===== src/rtl/energy_pkg.sv =====
// Shared types and constants for the air-conditioner energy manager:
// FSM state encoding, battery width/limits and the per-load drain cost.
package energy_pkg;

    localparam int BAT_W      = 14;
    localparam int CAP        = 9999;
    localparam int LOW_THRESH = 100;

    typedef enum logic [1:0] {
        ST_OFF    = 2'd0,
        ST_CHARGE = 2'd1,
        ST_HOLD   = 2'd2,
        ST_ON     = 2'd3
    } em_state_t;

    // Drain per tick doubles with each load class.
    function automatic logic [3:0] load_cost(input logic [1:0] load);
        logic [3:0] cost;
        case (load)
            2'd0:    cost = 4'd1;
            2'd1:    cost = 4'd2;
            2'd2:    cost = 4'd4;
            default: cost = 4'd8;
        endcase
        return cost;
    endfunction

endpackage


===== src/rtl/energy_manager_tick_gen.sv =====
// Free-running divider that emits a one-cycle tick every TICK_DIV enabled
// cycles; held at zero while disabled or cleared.
module tick_gen #(
    parameter int TICK_DIV = 100_000_000
) (
    input  logic clk,
    input  logic rst,
    input  logic clr,
    input  logic en,
    output logic tick
);

    localparam int CW = (TICK_DIV > 1) ? $clog2(TICK_DIV) : 1;
    localparam logic [CW-1:0] LAST = CW'(TICK_DIV - 1);

    logic [CW-1:0] cnt_reg;

    always_ff @(posedge clk or negedge rst) begin
        if (!rst) begin
            cnt_reg <= '0;
        end else if (clr || !en) begin
            cnt_reg <= '0;
        end else if (cnt_reg == LAST) begin
            cnt_reg <= '0;
        end else begin
            cnt_reg <= cnt_reg + 1'b1;
        end
    end

    assign tick = en && !clr && (cnt_reg == LAST);

endmodule


===== src/rtl/energy_manager.sv =====
// Battery controller: arbitrates charge sessions (unit off) against running
// (unit on), commits keypad charge entries and drains by load while on.
module energy_manager
    import energy_pkg::*;
#(
    parameter int TICK_DIV   = 100_000_000,
    parameter int CAP        = energy_pkg::CAP,
    parameter int LOW_THRESH = energy_pkg::LOW_THRESH
) (
    input  logic             clk,
    input  logic             rst,
    input  logic             power_key,
    input  logic             charge_req,
    input  logic [9:0]       charge_amount,
    input  logic             charge_done,
    input  logic [1:0]       load,
    output logic             on,
    output logic             charge_en,
    output logic             entry_rst_n,
    output logic [BAT_W-1:0] battery,
    output logic             low_warn,
    output logic             empty,
    output logic [1:0]       state
);

    em_state_t        state_reg, state_next;
    logic [BAT_W-1:0] battery_reg, battery_next;
    logic             key_q_reg, done_q_reg;
    logic             key_rise, done_rise;
    logic             tick;
    logic [BAT_W:0]   charge_sum;
    logic [BAT_W-1:0] drain_val;
    logic [BAT_W-1:0] cost_ext;

    tick_gen #(
        .TICK_DIV(TICK_DIV)
    ) u_tick_gen (
        .clk (clk),
        .rst (rst),
        .clr (state_reg != ST_ON),
        .en  (state_reg == ST_ON),
        .tick(tick)
    );

    // Edge detectors track inputs continuously, so a level already high on
    // entry to a state never counts as a fresh edge.
    assign key_rise  = power_key & ~key_q_reg;
    assign done_rise = charge_done & ~done_q_reg;

    assign cost_ext   = BAT_W'(load_cost(load));
    assign charge_sum = {1'b0, battery_reg} + (BAT_W + 1)'(charge_amount);
    assign drain_val  = (battery_reg > cost_ext) ? (battery_reg - cost_ext) : '0;

    always_ff @(posedge clk or negedge rst) begin
        if (!rst) begin
            state_reg   <= ST_OFF;
            battery_reg <= '0;
            key_q_reg   <= 1'b0;
            done_q_reg  <= 1'b0;
        end else begin
            state_reg   <= state_next;
            battery_reg <= battery_next;
            key_q_reg   <= power_key;
            done_q_reg  <= charge_done;
        end
    end

    always_comb begin
        state_next   = state_reg;
        battery_next = battery_reg;
        case (state_reg)
            ST_OFF: begin
                if (charge_req) begin
                    state_next = ST_CHARGE;
                end else if (key_rise && (battery_reg != '0)) begin
                    state_next = ST_ON;
                end
            end
            ST_CHARGE: begin
                if (!charge_req) begin
                    state_next = ST_OFF;
                end else if (done_rise) begin
                    if (charge_sum > (BAT_W + 1)'(CAP)) begin
                        battery_next = BAT_W'(CAP);
                    end else begin
                        battery_next = charge_sum[BAT_W-1:0];
                    end
                    state_next = ST_HOLD;
                end
            end
            ST_HOLD: begin
                if (!charge_req) begin
                    state_next = ST_OFF;
                end
            end
            ST_ON: begin
                // A tick coinciding with the key still drains before switching off.
                if (tick) begin
                    battery_next = drain_val;
                    if (key_rise || (drain_val == '0)) begin
                        state_next = ST_OFF;
                    end
                end else if (key_rise) begin
                    state_next = ST_OFF;
                end
            end
            default: begin
                state_next = ST_OFF;
            end
        endcase
    end

    assign on          = (state_reg == ST_ON);
    assign charge_en   = (state_reg == ST_CHARGE);
    assign entry_rst_n = (state_reg == ST_CHARGE);
    assign battery     = battery_reg;
    assign low_warn    = (battery_reg < BAT_W'(LOW_THRESH));
    assign empty       = (battery_reg == '0);
    assign state       = state_reg;

endmodule

===== config.mk =====
export PLATFORM = sky130hd
export DESIGN_NAME = energy_manager
export DESIGN_NICKNAME = d
export VERILOG_FILES = /design/src/rtl/energy_pkg.sv /design/src/rtl/energy_manager_tick_gen.sv /design/src/rtl/energy_manager.sv
export SDC_FILE = /design/constraint.sdc
export NUM_CORES = 1
export LEC_CHECK = 0
export CAP_MARGIN = 10
export CELL_PAD_IN_SITES_DETAIL_PLACEMENT = 1
export CELL_PAD_IN_SITES_GLOBAL_PLACEMENT = 2
export CORE_ASPECT_RATIO = 0.9
export CORE_MARGIN = 10
export CORE_UTILIZATION = 35
export DETAILED_ROUTE_END_ITERATION = 6
export GPL_ROUTABILITY_DRIVEN = 0
export MAX_ROUTING_LAYER = met4
export PLACE_DENSITY_LB_ADDON = 0.1
export SLEW_MARGIN = 10
export SYNTH_ARGS = -nofsm -noshare
export SYNTH_HDL_FRONTEND = slang
export SYNTH_HIERARCHICAL = 1
export SYNTH_SLANG_ARGS = --single-unit

===== constraint.sdc =====
create_clock -name clk -period 4 [get_ports clk]
set_input_delay 0.4 -clock clk [delete_from_list [all_inputs] [get_ports clk]]
set_output_delay 0.4 -clock clk [all_outputs]
set_load 0.03 [all_outputs]

==> key figures <==
Global routing
  • Vias in the first global route: 3428
  • Largest net degree at the start of global routing: 46
  • Antenna violations before repair: 0
  • First-pass GRT wire length: 18690 um
  • Remaining Overflow, GRT: 0
  • GRT Total Usage: 15.80%

Critical path
  • Reg2reg start: battery[0]
  • CP Launch Type: input pin
  • CP Max Fanout: 9
  • Setup CP Type: input pin to flop
  • CP endpoint kind: flop
  • CP Data Required Time: 4.17 ns
  • Crit path DAT: 3.85 ns
  • Critical Path Start: charge_amount[0]

Clock tree
  • Clk buf depth: 2
  • CTS Buf Count: 5
  • Clk sinks: 45
  • CTS tree: built
  • Skew-Pair Late Insertion Delay: 0.29 ns
  • H-tree depth: 2
  • Hold buffers post-CTS: 0
  • Post-CTS Setup Inserts: 0
  • Root Buffer: clkbuf_16
  • Post-CTS resize count: 0
  • Clock transition at path regs: 0.08 ns

Timing
  • Hold Vio Cnt, Final: 0
  • Actual slew at the worst max-slew pin: 1.136 ns
  • Fin Clk Skew: 0.007481 ns
  • Final setup fails: 0
  • Min Clock Period, post-route: 3.672 ns
  • Max Freq: 272.3 MHz
  • Final critical-path share of the clock period: 91.81%
  • Fin. max-slew vios: 0
  • RSZ-0062 raised after global routing: false
  • Setup ws final: 0.3276 ns
  • Rel. slew slack: 24.27%
  • Sum Neg Setup Slack: 0 ns

Synth
  • Synthesized Nets: 450
  • Yosys Warn Count: 6
  • Post-Syn Instances: 416
  • Post-Syn Area: 3575 sq um
  • Top FF cell, synth: dfrtp_1
  • Syn avg cell area: 8.593 sq um
  • Synth async-reset ratio: 100.0%
  • Yosys cell types: 64
  • Seq/Total Area, Yosys: 31.50%
  • Register bit total from synthesis: 45
  • Post-synth EDFFs: 0

Finish
  • Final Net Count: 489
  • Max reg flops: 27
  • Register area: 1126 sq um
  • Layout cells sized above 1: 8.553%
  • Diode count: 0
  • Area of the multi-input gates: 2291 sq um
  • Synth-to-layout area growth: 18.62%
  • Fillers: 1170

Run status
  • Status: finished clean

Placement
  • Place WS: 0.01174 ns
  • IO buf count: 37
  • HPWL Detailed: 8532 um

Floorplan
  • Core region area: 9827 sq um
  • Core Rows: 34
  • Die area: 14660 sq um
  • Io pins: 38
  • Die W: 126.5 um
  • Initial Utilization: 36.38%
  • Chip Height: 115.9 um

Route
  • Routed wire length per instance: 19.37 um
  • First-pass DRT Iterations: 4
  • Drt drc: 0
  • DR vias: 3382
  • Post-route ant nets: 0
  • Drt total wl: 11280 um
  • DR iter-0 viols: 195
  • Post-DR vias/cell: 5.811

Power
  • Leakage: 1.662 nW
  • Peak supply drop: 0.3176 mV
  • Power Density: 631.4 nW/um^2

Worst hold path
  • Hold Path Class: input pin to asynchronous set/reset pin

Run
  • Max Cap Violations: 0
## path summary, 6_finish.rpt
check                                    endpoint  slack [ns]  cells past startpoint
max                                    battery[5]        0.33                     13
min                                    battery[0]        0.30                      1
max reg2reg                            battery[5]        0.41                     12
min reg2reg                 u_tick_gen/cnt_reg[0]        0.49                      1
max in group asynchronous  u_tick_gen/cnt_reg[20]        3.01                      1
min in group clk            u_tick_gen/cnt_reg[0]        0.49                      1
## critical path: stages
cell	delay, ns
clkdlybuf4s50_1	0.41
ha_1	0.22
inv_1	0.07
fa_1	0.20
nand2b_1	0.15
a21oi_1	0.10
o311ai_0	0.60
nand3b_1	0.18
o221a_1	0.27
or4_1	0.52
a21o_1	0.21
and2_4	0.17
a221o_1	0.34
## cell usage after synthesis, drive strengths merged (3+ instances only)
cell	number	area share [%]
a221o	4	1.1
and2	4	0.77
nor2b	9	1.6
or3	7	1.2
nor4b	3	0.74
or4	14	2.9
xor2	17	4.2
dfrtp	45	32
nand2	31	3.4
nor2	41	4.3
a21oi	30	4.2
nand3b	4	0.84
nand2b	13	2.3
nor3	3	0.42
buf	9	2.1
o211ai	10	2.1
o21a	5	1.1
and3	7	1.2
and4	5	1.3
nand4	12	2.9
clkbuf	10	1.1
nor4	3	0.53
nand3	13	1.8
o221a	4	1.3
a31oi	4	0.70
ha	15	5.3
inv	12	1.3
or2	3	0.53
o21ai	22	3.1
o31ai	12	2.9
a21o	4	0.84
o311ai	4	0.98
xnor2	10	2.5
## cells by family (layout without fill, tap and decap cells)
family | count (synthesis) | in the layout | synth area share, %
AO/OA/AOI/OAI | 116 | 116 | 22.26
XOR/XNOR | 27 | 27 | 6.615
multiplexers | 3 | 3 | 0.8750
buffers and inverters | 31 | 71 | 4.410
AND/OR/NAND/NOR | 177 | 177 | 27.97
adder cells (fa/ha/maj) | 17 | 17 | 6.370
flip-flops | 45 | 45 | 31.50
## layer usage
metal	routed length (um)	share of wire, %	track usage, %
met4	52	0.46	2.502
met2	4663	41	22.35
met1	6175	55	23.29
met3	384	3.4	2.374
met5	0	0	-
## final cells by class
cell class / instances / area share (%)
multi-input cells: 340 / 54.03
flip-flops and latches: 45 / 26.56
repair buffers: 51 / 11.09
well taps: 126 / 3.718
clock buffers: 5 / 2.951
inverters: 12 / 1.062
clock inverters: 3 / 0.5901
## placed cells by master, fill, tap and decap left out, types with 3 or more instances in the layout
cell type         n
a221o_1           4
and2_1            3
or4_1            14
o211ai_1         10
o21a_1            5
nand3_1          13
nor4b_1           3
or3_1             7
nand4_1           9
and3_1            7
inv_1            12
o221a_2           3
nand2_1          29
nand3b_1          4
clkdlybuf4s50_1  36
nor2b_1           9
and4_1            4
a21o_1            4
nand2b_1         13
a21oi_1          30
nor4_1            3
nor3_1            3
xnor2_1          10
or2_2             3
buf_4            14
dfrtp_1          45
nor2_1           41
o311ai_0          4
o31ai_1          11
xor2_1           17
clkbuf_16         5
o21ai_0          21
ha_1             15
a31oi_1           4
## power by group
group          leakage (nW)  internal [W]  total [W]  switching, W
Clock                0.0704      0.000236   0.000439      0.000204
Combinational         0.993      0.000661    0.00161      0.000951
Sequential            0.599      0.000523   0.000626      0.000103
## metrics by stage
| step | utilization [%] | instance area, sq um | hold WS, ns | cells | total power, W |
|---|---|---|---|---|---|
| 2_1_floorplan | - | 3575 | 0.1044 | 416 | 0.001654 |
| 3_3_place_gp | 41.62 | 4090 | 0.4745 | 574 | 0.002224 |
| 3_5_place_dp | 41.62 | 4090 | 0.4842 | 574 | 0.002245 |
| 4_1_cts | 43.15 | 4240 | 0.3574 | 582 | 0.002697 |
| 5_1_grt | 43.15 | 4240 | 0.3860 | 582 | 0.002889 |
| 6_report | 43.15 | 4240 | 0.2969 | 582 | 0.002677 |
(Power assumes the default switching activity.)
